`config.mk`:
```
export PLATFORM = sky130hd
export DESIGN_NAME = exec_wb_buffer
export DESIGN_NICKNAME = d
export VERILOG_FILES = /design/src/rtl/exec_wb_buffer.sv
export SDC_FILE = /design/constraint.sdc
export NUM_CORES = 1
export LEC_CHECK = 0
export BUFFER_PORTS_ARGS = -buffer_cell sky130_fd_sc_hd__buf_2
export CAP_MARGIN = 20
export CORE_MARGIN = 2
export CORE_UTILIZATION = 51
export DETAILED_ROUTE_END_ITERATION = 10
export PLACE_DENSITY = 0.75
export REMOVE_ABC_BUFFERS = 1
export SYNTH_ARGS = -nofsm -noshare
export SYNTH_HDL_FRONTEND = slang
export SYNTH_SLANG_ARGS = --single-unit
```
`constraint.sdc`:
```
create_clock -name clk -period 2.1 [get_ports clk]
set_input_delay 0.21 -clock clk [delete_from_list [all_inputs] [get_ports clk]]
set_output_delay 0.21 -clock clk [all_outputs]
set_load 0.1 [all_outputs]
```
`src/rtl/exec_wb_buffer.sv`:
```
// Writeback buffer between execute and the CDB arbiter.
// In-order FIFO of completed results with valid/ready on both sides.
module exec_wb_buffer #(
   parameter int DEPTH     = 4,
   parameter int TAG_WIDTH = 5
) (
   input  logic                   clk,
   input  logic                   rst,
   input  logic                   flush,
   input  logic                   in_valid,
   output logic                   in_ready,
   input  logic [31:0]            in_value,
   input  logic                   in_comp_result,
   input  logic [TAG_WIDTH-1:0]   in_tag,
   input  logic [3:0]             in_optype,
   output logic                   out_valid,
   input  logic                   out_ready,
   output logic [31:0]            out_value,
   output logic                   out_comp_result,
   output logic [TAG_WIDTH-1:0]   out_tag,
   output logic [3:0]             out_optype,
   output logic [$clog2(DEPTH):0] count
);

   localparam int AW = $clog2(DEPTH);
   localparam int CW = AW + 1;
   localparam int EW = 32 + 1 + TAG_WIDTH + 4;

   logic [EW-1:0] mem_q [DEPTH];
   logic [AW-1:0] wr_ptr_q, wr_ptr_d;
   logic [AW-1:0] rd_ptr_q, rd_ptr_d;
   logic [CW-1:0] count_q, count_d;
   logic          push, pop;
   logic [EW-1:0] head;

   assign in_ready  = (count_q < CW'(DEPTH)) && !flush;
   assign out_valid = (count_q != '0);
   assign push      = in_valid && in_ready;
   assign pop       = out_valid && out_ready;
   assign count     = count_q;

   assign head = out_valid ? mem_q[rd_ptr_q] : '0;
   assign {out_value, out_comp_result, out_tag, out_optype} = head;

   always_comb begin
      wr_ptr_d = wr_ptr_q;
      rd_ptr_d = rd_ptr_q;
      count_d  = count_q;
      if (flush) begin
         wr_ptr_d = '0;
         rd_ptr_d = '0;
         count_d  = '0;
      end else begin
         if (push) wr_ptr_d = wr_ptr_q + 1'b1;
         if (pop)  rd_ptr_d = rd_ptr_q + 1'b1;
         unique case ({push, pop})
            2'b10:   count_d = count_q + 1'b1;
            2'b01:   count_d = count_q - 1'b1;
            default: count_d = count_q;
         endcase
      end
   end

   always_ff @(posedge clk) begin
      if (rst) begin
         wr_ptr_q <= '0;
         rd_ptr_q <= '0;
         count_q  <= '0;
      end else begin
         wr_ptr_q <= wr_ptr_d;
         rd_ptr_q <= rd_ptr_d;
         count_q  <= count_d;
      end
   end

   // Storage is never cleared; validity comes only from count.
   always_ff @(posedge clk) begin
      if (push) begin
         mem_q[wr_ptr_q] <= {in_value, in_comp_result, in_tag, in_optype};
      end
   end

   a_count_bound: assert property (
      @(posedge clk) disable iff (rst) count_q <= CW'(DEPTH)
   );

endmodule

```
; ---- After elaboration in Yosys (flattened, before gate mapping)
; Memories as Yosys holds them, arrays and structs flattened. A register that Yosys moved wholly into a read port is not among the register bits.
; Index checks and enable logic that the tools add are counted.
[totals]
reg_bits = 7
ramBits = 168
inputBits = 47
output_inout_bits = 47
word_cells = 24
mem_count = 1
[memory_table]
columns = name, words, width, read_ports, rd_ports_with_merged_regs, wr, line_no
row1 = mem_q, 4, 42, 1, 1, 1, 29  ; logic [EW-1:0] mem_q [DEPTH];
[op_classes]
addsub = 4
n_lt_le_gt_ge = 1
n_eq_ne = 2
mux = 6
reduce_logical = 7
[ops]
columns = operator, n
row1 = $mux 42, 1
row2 = $pmux 3 s2, 1
row3 = $add 2x1->2 const B, 2
row4 = $mux 2, 2
row5 = $add 3x1->3 const B, 1
row6 = $logic_and 1x1->1, 3
row7 = $lt 3x3->1 const B, 1
row8 = $reduce_bool 3->1, 1
row9 = $sub 3x1->3 const B, 1
row10 = $eq 2x1->1 const B, 1
row11 = $eq 2x2->1 const B, 1
row12 = $mux 1, 2
row13 = $reduce_bool 2->1, 1
row14 = $reduce_or 2->1, 1
row15 = $logic_not 1->1, 1

; ---- Longest topological paths before layout
[depth]
depth_word = 5
ltp_mapped = 8
mapped_depth_nobuf = 8

; ---- Worst setup path before layout
; Ideal clock, no wire load.
[synth_timing]
path_type = register -> output
start = reg count_q[2], in the netlist count[2]
end = out out_value[22]
arrival_time_ns = 2.819
path_slack_ns = -0.929
stages_incl_launch_ff = 4
cell_sequence = dfxtp_1 > nor3_2 > clkbuf_1 > nor2b_1
[synth_via]
elab_chain_cells = 2
[synth_lines]
columns = item, line_no
row1 = "start, declared", 32  ; logic [CW-1:0] count_q, count_d;
row2 = "start signal, assigned", 72  ; count_q <= count_d;
row3 = $reduce_bool 3->1, 37  ; assign out_valid = (count_q != '0);
row4 = $mux 42, 42  ; assign head = out_valid ? mem_q[rd_ptr_q] : '0;
row5 = "end, declared", 18  ; output logic [31:0] out_value,
; No other way between the ends.

==> flow_results.xml <==
<?xml version="1.0" encoding="UTF-8"?>
<metrics>
  <group name="floorplan">
    <metric name="dieHeight" unit="microns">120</metric>
    <metric name="start_util" unit="%">52.0</metric>
    <metric name="boundaryPins" unit="">94</metric>
    <metric name="floorplan.rows" unit="">42</metric>
    <metric name="total_core_area" unit="sq um">13200</metric>
    <metric name="design.die.area" unit="sq um">14400</metric>
    <metric name="die-width" unit="microns">120</metric>
  </group>
  <group name="clock_tree">
    <metric name="cts.sinks" unit="">177</metric>
    <metric name="cts_inserted_buffers" unit="">17</metric>
    <metric name="max-clock-path-buffers" unit="">2</metric>
    <metric name="latest_clock_arrival_within_the_worst_skew_pair" unit="ns">0.42</metric>
    <metric name="cts-root-buf" unit="">clkbuf_16</metric>
    <metric name="clkSlewWorstSetupHoldPaths" unit="ns">0.06</metric>
    <metric name="cts_tree" unit="">yes</metric>
    <metric name="cts_htree_levels" unit="">4</metric>
  </group>
  <group name="synth">
    <metric name="synth_largest_type_area_fraction" unit="%">73.6</metric>
    <metric name="synthesis.area_per_instance" unit="sq um">21.5</metric>
    <metric name="synth_enable_flop_cells" unit="">168</metric>
    <metric name="yosys_warnings" unit="">0</metric>
    <metric name="synth.top_cells.by_count" unit="">168 x edfxtp_1, 42 x mux4_2, 33 x nor2b_1</metric>
    <metric name="synth-seq-cells" unit="">177</metric>
    <metric name="post-synth-top-count-cell" unit="">edfxtp_1</metric>
    <metric name="ys.flop_type" unit="">edfxtp_1</metric>
    <metric name="synth_area_leader_cell" unit="">edfxtp_1</metric>
    <metric name="syn_inst" unit="">319</metric>
    <metric name="async_flop_share" unit="%">0</metric>
    <metric name="synth.cell_area" unit="sq um">6850</metric>
    <metric name="ranking_of_synthesized_cells_by_area" unit="">edfxtp_1 74%, mux4_2 14%, nor2b_1 3.0%</metric>
    <metric name="post_synth_num_cell_types" unit="">25</metric>
    <metric name="synth-seq-area-share" unit="%">76.2</metric>
  </group>
  <group name="final_layout">
    <metric name="area_growth_syn_to_layout" unit="%">30.1</metric>
    <metric name="fin_nets" unit="">521</metric>
    <metric name="num_antenna_cells" unit="">0</metric>
    <metric name="layout-drive-gt1-share" unit="%">40.3</metric>
  </group>
  <group name="power">
    <metric name="p_per_area" unit="nW/um^2">845</metric>
    <metric name="combPwrFrac" unit="%">8.7</metric>
    <metric name="sw_frac_of_total" unit="%">22.0</metric>
    <metric name="ir_drop" unit="mV">0.480</metric>
    <metric name="p_int" unit="mW">5.88</metric>
    <metric name="pwr-share-seq" unit="%">52.2</metric>
    <metric name="p_sw" unit="mW">1.66</metric>
    <metric name="pwr-share-clk" unit="%">39.1</metric>
    <metric name="power.static_leakage" unit="nW">3.08</metric>
  </group>
  <group name="sta">
    <metric name="hold_ws" unit="ns">0.0101</metric>
    <metric name="number_of_slew_limit_violations_in_the_final_report" unit="">0</metric>
    <metric name="rel_slew_slack" unit="%">67.9</metric>
    <metric name="fin_skew" unit="ns">0.0159</metric>
    <metric name="timing.final.crit_share" unit="%">101</metric>
    <metric name="timing.fmax" unit="MHz">472</metric>
    <metric name="grt_setup_unrepaired" unit="">true</metric>
    <metric name="worst_slew_pin_slew" unit="ns">0.485</metric>
    <metric name="setup_violations_final" unit="">11</metric>
    <metric name="hold_viol_final" unit="">0</metric>
    <metric name="final_period_minus_worst_setup_slack" unit="ns">2.12</metric>
    <metric name="final_ws_setup" unit="ns">-0.0207</metric>
  </group>
  <group name="hold_path">
    <metric name="min-delay-path-class" unit="">input port to register</metric>
    <metric name="hold-path-endpoint" unit="">mem_q[3][20]</metric>
    <metric name="hold_start" unit="">in_value[10]</metric>
    <metric name="worstHoldPathCells" unit="">1</metric>
  </group>
  <group name="worst_setup_path">
    <metric name="worst_r2r_path_depth" unit="">8</metric>
    <metric name="cp_data_required_time" unit="ns">1.89</metric>
    <metric name="crit_fanout" unit="">9</metric>
    <metric name="timing.critical_path.to_type" unit="">output pin</metric>
    <metric name="critPathKind" unit="">register to output pin</metric>
    <metric name="startpoint_type" unit="">register</metric>
    <metric name="critical_path.reg2reg.startpoint" unit="">count[0]</metric>
    <metric name="timing.rr.end" unit="">count[2]</metric>
    <metric name="setup_slack_of_the_worst_register_to_register_path" unit="ns">0.11</metric>
    <metric name="crit_arrival" unit="ns">1.91</metric>
  </group>
  <group name="run">
    <metric name="maxCapViolations" unit="">0</metric>
  </group>
  <group name="global_routing">
    <metric name="grt_max_degree" unit="">29</metric>
    <metric name="first_global_vias" unit="">3704</metric>
    <metric name="antenna_found_initial" unit="">0</metric>
    <metric name="grt.overflow.total" unit="">0</metric>
    <metric name="grt_pass1_wl" unit="mm">19.7</metric>
    <metric name="globalRouteTotalUtil" unit="%">18.9</metric>
  </group>
  <group name="routing">
    <metric name="ant_nets" unit="">0</metric>
    <metric name="wl_per_cell" unit="microns">19.3</metric>
    <metric name="first_pass_iters" unit="">6</metric>
    <metric name="first_iter_violations" unit="">261</metric>
    <metric name="route.detailed.drc" unit="">0</metric>
    <metric name="detail_route.vias_per_cell" unit="">5.35</metric>
    <metric name="total_wirelength_of_the_detailed_routed_design" unit="mm">12.7</metric>
    <metric name="via_count" unit="">3514</metric>
  </group>
  <group name="place">
    <metric name="detailedPlacementHpwl" unit="mm">7.60</metric>
    <metric name="preCtsSetupSlack" unit="ns">0.0926</metric>
    <metric name="port_buffer_cells" unit="">93</metric>
    <metric name="place_congestion" unit="">0.694</metric>
  </group>
  <group name="outcome">
    <metric name="failed_checks" unit="">setup timing</metric>
    <metric name="status" unit="">finished with violations</metric>
  </group>
</metrics>
==> metrics by stage <==
stage	TNS (ns)	total power [mW]	cell area, sq um	utilization [%]	std cells
finish	-0.0756	7.53	8920	67.6	657
global route	-3.02	7.77	8920	67.6	657
CTS	-0.586	7.60	8880	67.4	656
detailed placement	0	4.56	7680	58.2	589
global placement	0	4.54	7680	58.2	589
floorplan	-164.04	4.39	6740	-	304
==> state kept, by name (all words and copies together), names as in the netlist, named ones only <==
| signal | count |
|---|---|
| count | 3 |
| rd_ptr_q | 2 |
| mem_q | 168 |
| wr_ptr_q | 2 |
==> critical path, stage by stage (launching register included) <==
cell     delay (ns)
dfxtp_4        0.42
buf_12         0.16
mux4_2         0.52
and2b_1        0.19
buf_6          0.18
==> per-layer routing <==
layer / vias up / share of wire (%) / global-route usage, %
met5: - / 0 / 0
met3: 12 / 6.0 / 4.80
li1: 1565 / - / -
met1: 1812 / 41 / 24.5
met2: 125 / 52 / 31.1
met4: 0 / 1.1 / 7.28
==> cells in the final DEF (no fill, tap or decap), types with 6 or more instances in the layout <==
cell type / instances
clkbuf_16: 18
inv_1: 8
clkinv_2: 9
buf_6: 40
buf_2: 51
nor2_1: 8
mux4_2: 42
buf_4: 6
dfxtp_1: 6
edfxtp_1: 168
and2b_1: 9
buf_12: 12
nor2b_1: 31
dlygate4sd3_1: 35
==> cell families (layout without fill, tap and decap cells) <==
logic type,after synthesis,count (layout),synth area share [%]
AOI/OAI and AO/OA,6,6,0.475
muxes,43,43,13.9
adders and majority gates,6,6,1.21
buffers and inverters,23,185,2.15
xor gates and xnor gates,4,4,0.511
and+or+nand+nor,60,60,5.46
DFF,177,177,76.2
==> cell type report <==
cell class | count | area, sq um
Fill cell | 880 | 4270
Timing Repair Buffer | 145 | 1370
Tap cell | 176 | 220
Multi-Input combinational cell | 119 | 1510
Sequential cell | 177 | 5230
Clock buffer | 19 | 433
Clock inverter | 13 | 121
Inverter | 8 | 30.0
==> what timing repair did <==
action / in CTS / in global routing
setup endpoints to repair: 42 / 43
endpoints found under the hold margin: 140 / 0
hold buffers: 35 / 0
resized for setup: 93 / 2
cloned: 0 / 1
buffers inserted: 0 / 0
==> how the worst max path moves through the flow <==
stage                     slack, ns  cells after the start             to
after global placement         0.20                      8       count[2]
final                         -0.02                      4     out_tag[4]
after floorplan               -1.77                      2  out_optype[1]
after global routing          -0.10                      4     out_tag[3]
after CTS                     -0.06                      4  out_value[21]
after detailed placement       0.09                      8       count[2]
==> power by group through the flow <==
| stage | clock [mW] | sequential [mW] | combinational, mW |
|---|---|---|---|
| global placement | 0 | 4.00 | 0.539 |
| global route | 3.15 | 3.93 | 0.689 |
| finish | 2.95 | 3.93 | 0.657 |
| CTS | 3.01 | 3.93 | 0.658 |
| floorplan | 0 | 4.02 | 0.373 |
| detailed placement | 0 | 4.01 | 0.553 |
(Power assumes the default switching activity.)
